===== config.mk =====
export PLATFORM = sky130hd
export DESIGN_NAME = mem_line_port
export DESIGN_NICKNAME = d
export VERILOG_FILES = /design/src/rtl/mem_if_pkg.sv /design/src/rtl/mem_line_port.sv
export SDC_FILE = /design/constraint.sdc
export NUM_CORES = 2
export LEC_CHECK = 0
export ABC_AREA = 1
export CELL_PAD_IN_SITES_DETAIL_PLACEMENT = 1
export CELL_PAD_IN_SITES_GLOBAL_PLACEMENT = 2
export CORE_AREA = 3 3 553 555
export DETAILED_ROUTE_END_ITERATION = 10
export DIE_AREA = 0 0 556 558
export DONT_BUFFER_PORTS = 1
export MAX_ROUTING_LAYER = met4
export PLACE_DENSITY_LB_ADDON = 0.1
export SYNTH_ARGS = -nofsm -noshare
export SYNTH_HDL_FRONTEND = slang
export SYNTH_SLANG_ARGS = --single-unit
export TNS_END_PERCENT = 5

===== constraint.sdc =====
create_clock -name clk -period 60.8 [get_ports clk]
set_clock_uncertainty 0.2 [all_clocks]
set_input_delay 6.08 -clock clk [delete_from_list [all_inputs] [get_ports clk]]
set_output_delay 6.08 -clock clk [all_outputs]
set_load 0.01 [all_outputs]

===== src/rtl/mem_if_pkg.sv =====
// Shared widths, FSM state type and beat-slicing helpers for the backup-memory
// line port.
package mem_if_pkg;

  localparam int unsigned MEM_ADDR_BITS  = 28;
  localparam int unsigned MEM_DATA_BITS  = 128;
  localparam int unsigned MEM_TAG_BITS   = 5;
  localparam int unsigned BEATS          = 4;
  localparam int unsigned MEM_MASK_BITS  = MEM_DATA_BITS / 8;
  localparam int unsigned LINE_BITS      = BEATS * MEM_DATA_BITS;
  localparam int unsigned LINE_MASK_BITS = BEATS * MEM_MASK_BITS;

  typedef enum logic [2:0] {
    IDLE,
    CMD,
    WDATA,
    RDATA,
    DONE
  } state_e;

  function automatic logic [MEM_DATA_BITS-1:0] beat_data(
    input logic [LINE_BITS-1:0] line,
    input logic [1:0]           idx
  );
    return line[int'(idx)*MEM_DATA_BITS +: MEM_DATA_BITS];
  endfunction

  function automatic logic [MEM_MASK_BITS-1:0] beat_mask(
    input logic [LINE_MASK_BITS-1:0] mask,
    input logic [1:0]                idx
  );
    return mask[int'(idx)*MEM_MASK_BITS +: MEM_MASK_BITS];
  endfunction

endpackage


===== src/rtl/mem_line_port.sv =====
// Cache-line initiator: turns one line read/write into a tagged memory command
// plus four data or response beats, then a single completion pulse.
module mem_line_port
  import mem_if_pkg::*;
(
  input  logic                      clk,
  input  logic                      reset,
  input  logic                      req_valid,
  output logic                      req_ready,
  input  logic                      req_rw,
  input  logic [MEM_ADDR_BITS-1:0]  req_addr,
  input  logic [LINE_BITS-1:0]      req_wdata,
  input  logic [LINE_MASK_BITS-1:0] req_wmask,
  output logic                      resp_valid,
  output logic                      resp_rw,
  output logic [LINE_BITS-1:0]      resp_data,
  output logic                      err,
  output logic                      mem_req_valid,
  input  logic                      mem_req_ready,
  output logic                      mem_req_rw,
  output logic [MEM_ADDR_BITS-1:0]  mem_req_addr,
  output logic [MEM_TAG_BITS-1:0]   mem_req_tag,
  output logic                      mem_req_data_valid,
  input  logic                      mem_req_data_ready,
  output logic [MEM_DATA_BITS-1:0]  mem_req_data_bits,
  output logic [MEM_MASK_BITS-1:0]  mem_req_data_mask,
  output logic [1:0]                mem_req_data_offset,
  input  logic                      mem_resp_valid,
  input  logic [MEM_TAG_BITS-1:0]   mem_resp_tag,
  input  logic [MEM_DATA_BITS-1:0]  mem_resp_data
);

  state_e                    state_q, state_d;
  logic                      rw_q, rw_d;
  logic [MEM_ADDR_BITS-1:0]  addr_q, addr_d;
  logic [LINE_BITS-1:0]      wdata_q, wdata_d;
  logic [LINE_MASK_BITS-1:0] wmask_q, wmask_d;
  logic [MEM_TAG_BITS-1:0]   tag_q, tag_d;
  logic [MEM_TAG_BITS-1:0]   tag_cnt_q, tag_cnt_d;
  logic [1:0]                cnt_q, cnt_d;
  logic [LINE_BITS-1:0]      rbuf_q, rbuf_d;
  logic [LINE_BITS-1:0]      resp_data_q, resp_data_d;
  logic                      err_q, err_d;
  logic                      beat_hit;

  assign beat_hit = (state_q == RDATA) && mem_resp_valid && (mem_resp_tag == tag_q);

  always_ff @(posedge clk or posedge reset) begin
    if (reset) begin
      state_q <= IDLE;
    end else begin
      state_q <= state_d;
    end
  end

  always_comb begin
    state_d = state_q;
    case (state_q)
      IDLE:    if (req_valid) state_d = CMD;
      CMD:     if (mem_req_ready) state_d = rw_q ? WDATA : RDATA;
      WDATA:   if (mem_req_data_ready && (cnt_q == 2'd3)) state_d = DONE;
      RDATA:   if (beat_hit && (cnt_q == 2'd3)) state_d = DONE;
      DONE:    state_d = IDLE;
      default: state_d = IDLE;
    endcase
  end

  // Reads assemble in rbuf so resp_data only changes when a whole line lands.
  always_comb begin
    rw_d        = rw_q;
    addr_d      = addr_q;
    wdata_d     = wdata_q;
    wmask_d     = wmask_q;
    tag_d       = tag_q;
    tag_cnt_d   = tag_cnt_q;
    cnt_d       = cnt_q;
    rbuf_d      = rbuf_q;
    resp_data_d = resp_data_q;
    err_d       = err_q;
    case (state_q)
      IDLE: begin
        if (req_valid) begin
          rw_d      = req_rw;
          addr_d    = req_addr & ~MEM_ADDR_BITS'(3);
          wdata_d   = req_wdata;
          wmask_d   = req_wmask;
          tag_d     = tag_cnt_q;
          tag_cnt_d = tag_cnt_q + 1'b1;
        end
      end
      CMD: begin
        if (mem_req_ready) cnt_d = '0;
      end
      WDATA: begin
        if (mem_req_data_ready) cnt_d = cnt_q + 2'd1;
      end
      RDATA: begin
        if (beat_hit) begin
          rbuf_d[int'(cnt_q)*MEM_DATA_BITS +: MEM_DATA_BITS] = mem_resp_data;
          cnt_d = cnt_q + 2'd1;
          if (cnt_q == 2'd3) resp_data_d = rbuf_d;
        end
      end
      default: ;
    endcase
    if (mem_resp_valid && !beat_hit) err_d = 1'b1;
  end

  always_ff @(posedge clk or posedge reset) begin
    if (reset) begin
      rw_q        <= 1'b0;
      addr_q      <= '0;
      wdata_q     <= '0;
      wmask_q     <= '0;
      tag_q       <= '0;
      tag_cnt_q   <= '0;
      cnt_q       <= '0;
      rbuf_q      <= '0;
      resp_data_q <= '0;
      err_q       <= 1'b0;
    end else begin
      rw_q        <= rw_d;
      addr_q      <= addr_d;
      wdata_q     <= wdata_d;
      wmask_q     <= wmask_d;
      tag_q       <= tag_d;
      tag_cnt_q   <= tag_cnt_d;
      cnt_q       <= cnt_d;
      rbuf_q      <= rbuf_d;
      resp_data_q <= resp_data_d;
      err_q       <= err_d;
    end
  end

  always_comb begin
    req_ready           = (state_q == IDLE);
    mem_req_valid       = (state_q == CMD);
    mem_req_data_valid  = (state_q == WDATA);
    resp_valid          = (state_q == DONE);
    resp_rw             = rw_q;
    resp_data           = resp_data_q;
    err                 = err_q;
    mem_req_rw          = rw_q;
    mem_req_addr        = addr_q;
    mem_req_tag         = tag_q;
    mem_req_data_bits   = beat_data(wdata_q, cnt_q);
    mem_req_data_mask   = beat_mask(wmask_q, cnt_q);
    mem_req_data_offset = cnt_q;
  end

endmodule

==> impl_results.md <==
- Status: complete, no violations
- Hold_sp: tag_cnt_q[4]
- Clock Latency Late Sink: roughly 0.88 ns
- Share of layout cells above drive strength 1: 0.0509
- Clock root buffer: clkbuf_16
- I/O Buffers: 0
- Post-synthesis cell type count: 29
- Area added between synthesis and finish: 15.4%
- Crit. End Element: output port
- Setup CP Type: reg -> out
- Pwr per Cell Area: 49.7 nW/µm²
- Gate Count Post-Synth: 7917
- Vias in the first global route: roughly 56000
- GR Layer Usage met2: 0.338
- Final Hold Viols: 0
- Startpoint types: register
- CP required: 54.52 ns
- Buffer depth of the longest clock path: 4
- Met1 usage: 0.230
- First drt pass iteration count: 5
- Gr usage total: 0.206
- CTS sink count: ~1500
- Sequential share of the synthesized area: 0.581
- Hpwl dp: 223000 µm
- Slew Viols, Final: 0
- Drt wl/cell: 27.2 µm
- Core Region: a little over 300000 µm²
- Max frequency: 94.7 MHz
- Setup tns final: 0 ns
- Post-synthesis register bit count: between 1500 and 2000
- Max-cap violations: 0
- Io pins: 1442
- Synthesized area per cell: roughly 8 µm²
- H-Tree Depth: 4
- GR peak layer: met2
- Gpl congestion: 0.845
- Crit. Startpoint: mem_req_data_offset[0]
- Worst Tran Pin Value: 1.08 ns
- Total setup buffers inserted after CTS: 0
- PostCTS Resize Cnt: 0
- Vias post-DR: 53588
- CTS tree: yes
- Routed WL: 322000 µm
- Worst Path Max Fanout: 124
- Filler instances: 35387
- Clock period minus worst slack: around 11 ns
- First-pass GRT wire length: around 450000 µm
- Starting Density: 0.216
- Slew HR: 0.282
- Initial antenna violation count: slightly above 100
- LEAKAGE: 35.5 nW
- Synth Warn #: 0
- Worst R2R Start: mem_req_tag[0]
- Min-delay worst type: reg -> reg
- DR iter-0 viols: approximately 3000
- Netlist Area Pre-Place: 65300 µm²
- Die ar.: 310000 µm²
- Residual DRC: 0
- Die Ht: 558 µm
- RSZ-0062 raised after global routing: no
- Hold_ws: between 0.2 and 0.3 ns
- Clk slew on worst S/H paths: around 0.06 ns
- Final setup violation count: 0
- TritonCTS Buffers: 201
- Final nets: between 8000 and 9000
- Pin count of the biggest net entering global routing: 194
- ANT nets after route: 0
- Row cnt: approximately 200
- M3 GR Usage: 0.0858
- # hold bufs at CTS: 0
- Via-per-instance ratio: 4.52
- Post-route clock period utilization: 0.174
- Overflow after GRT: 0
- Crit path DAT: ~4.3 ns
- VDD IR max: 0.0333 mV
- Die X: 556 µm
[per-layer routing]
layer,share of wire,vias to the layer above
li1,-,24742
met1,0.39,27043
met2,0.48,1416
met3,0.098,387
met4,0.029,0
met5,0,-
[per-stage QoR]
stage | power [mW] | cells | area (µm²) | utilization | setup WS [ns]
4_1_cts | 3.84 | 11781 | 75100 | 0.249 | 49.98
3_3_place_gp | 2.59 | 11421 | 68700 | 0.227 | 49.43
5_1_grt | 4.01 | 11855 | 75300 | 0.249 | 49.98
6_report | 3.74 | 11858 | 75300 | 0.249 | 50.24
3_5_place_dp | 2.61 | 11421 | 68700 | 0.227 | 49.41
2_1_floorplan | 2.11 | 7918 | 65300 | - | 11.78
[registers in the layout, indices dropped and copies added (netlist names), 2 cells and up]
register / count
tag_cnt_q: 5
mem_req_tag: 5
state_q: 3
resp_data: 512
wmask_q: 64
rbuf_q: 384
wdata_q: 512
mem_req_data_offset: 2
mem_req_addr: 26
[cell usage in the layout (no fill, tap or decap), types with 4 or more instances in the layout]
| cell type | n |
|---|---|
| inv_16 | 4 |
| clkinv_2 | 19 |
| o22ai_1 | 401 |
| nand3_1 | 4 |
| inv_1 | 532 |
| a21oi_1 | 219 |
| clkbuf_1 | 70 |
| inv_8 | 5 |
| a22oi_1 | 128 |
| nor2_1 | 640 |
| diode_2 | 77 |
| ha_1 | 4 |
| inv_6 | 5 |
| buf_12 | 10 |
| clkbuf_16 | 206 |
| o21ai_1 | 122 |
| dfrtp_1 | 1513 |
| buf_4 | 75 |
| o21ai_0 | 722 |
| xor2_1 | 4 |
| nand2_1 | 3038 |
| clkbuf_8 | 52 |
[layout make-up]
type	instances	area (µm²)	share of cell area
antenna	77	193	0.00256
clock inverter	32	323	0.00429
sequential	1515	37900	0.503
timing repair buffer	85	763	0.0101
multi-input combinational	5302	22900	0.304
inverter	541	2090	0.0277
tap	3978	4980	0.0661
clock buffer	328	6130	0.0814
[worst paths after layout]
path / to / slack, ns / cells past startpoint
min in group asynchronous: mem_req_addr[17] / 5.01 / 1
max in group asynchronous: rbuf_q[271] / 51.15 / 6
setup reg to reg: resp_data[153] / 55.41 / 11
hold / removal: tag_cnt_q[4] / 0.27 / 1
setup / recovery: mem_req_data_bits[46] / 50.24 / 4
hold reg to reg: tag_cnt_q[4] / 0.27 / 1
[Yosys cell counts (all sizes together)]
library cell | number | area share
nor3 | 2 | 0.00015
conb | 1 | 0.000057
nor2 | 643 | 0.037
a22oi | 128 | 0.015
nand3 | 7 | 0.00061
xor2 | 4 | 0.00054
a21oi | 219 | 0.017
dfrtp | 1515 | 0.58
ha | 6 | 0.0011
nand4 | 1 | 0.000096
nand3b | 1 | 0.00012
o21ai | 844 | 0.065
clkbuf | 294 | 0.017
inv | 540 | 0.031
nand2 | 3040 | 0.17
o211ai | 1 | 0.00012
o22ai | 401 | 0.038
clkinv | 1 | 0.000057
o21a | 1 | 0.00012
xnor2 | 1 | 0.00013
buf | 266 | 0.022
o21bai | 1 | 0.00012
[worst max-delay path, stage by stage, from the launching register on]
cell	delay, ns
dfrtp_4	0.81
buf_4	0.81
buf_12	0.50
o21ai_0	0.25
o22ai_1	0.81
[logic make-up after synthesis]
family | after synthesis | synth area share
AOI/OAI and AO/OA | 1595 | 0.135
xor gates and xnor gates | 5 | 0.000671
DFF | 1515 | 0.581
adders and majority gates | 6 | 0.00115
buffers and inverters | 1101 | 0.0696
other | 1 | 0.0000574
and+or+nand+nor | 3694 | 0.213
[power by group]
group	internal [mW]	total, mW	switching (mW)
sequential	1.24	1.39	0.147
combinational	0.283	1.16	0.882
clock	0.698	1.19	0.493
(Power assumes the default switching activity.)
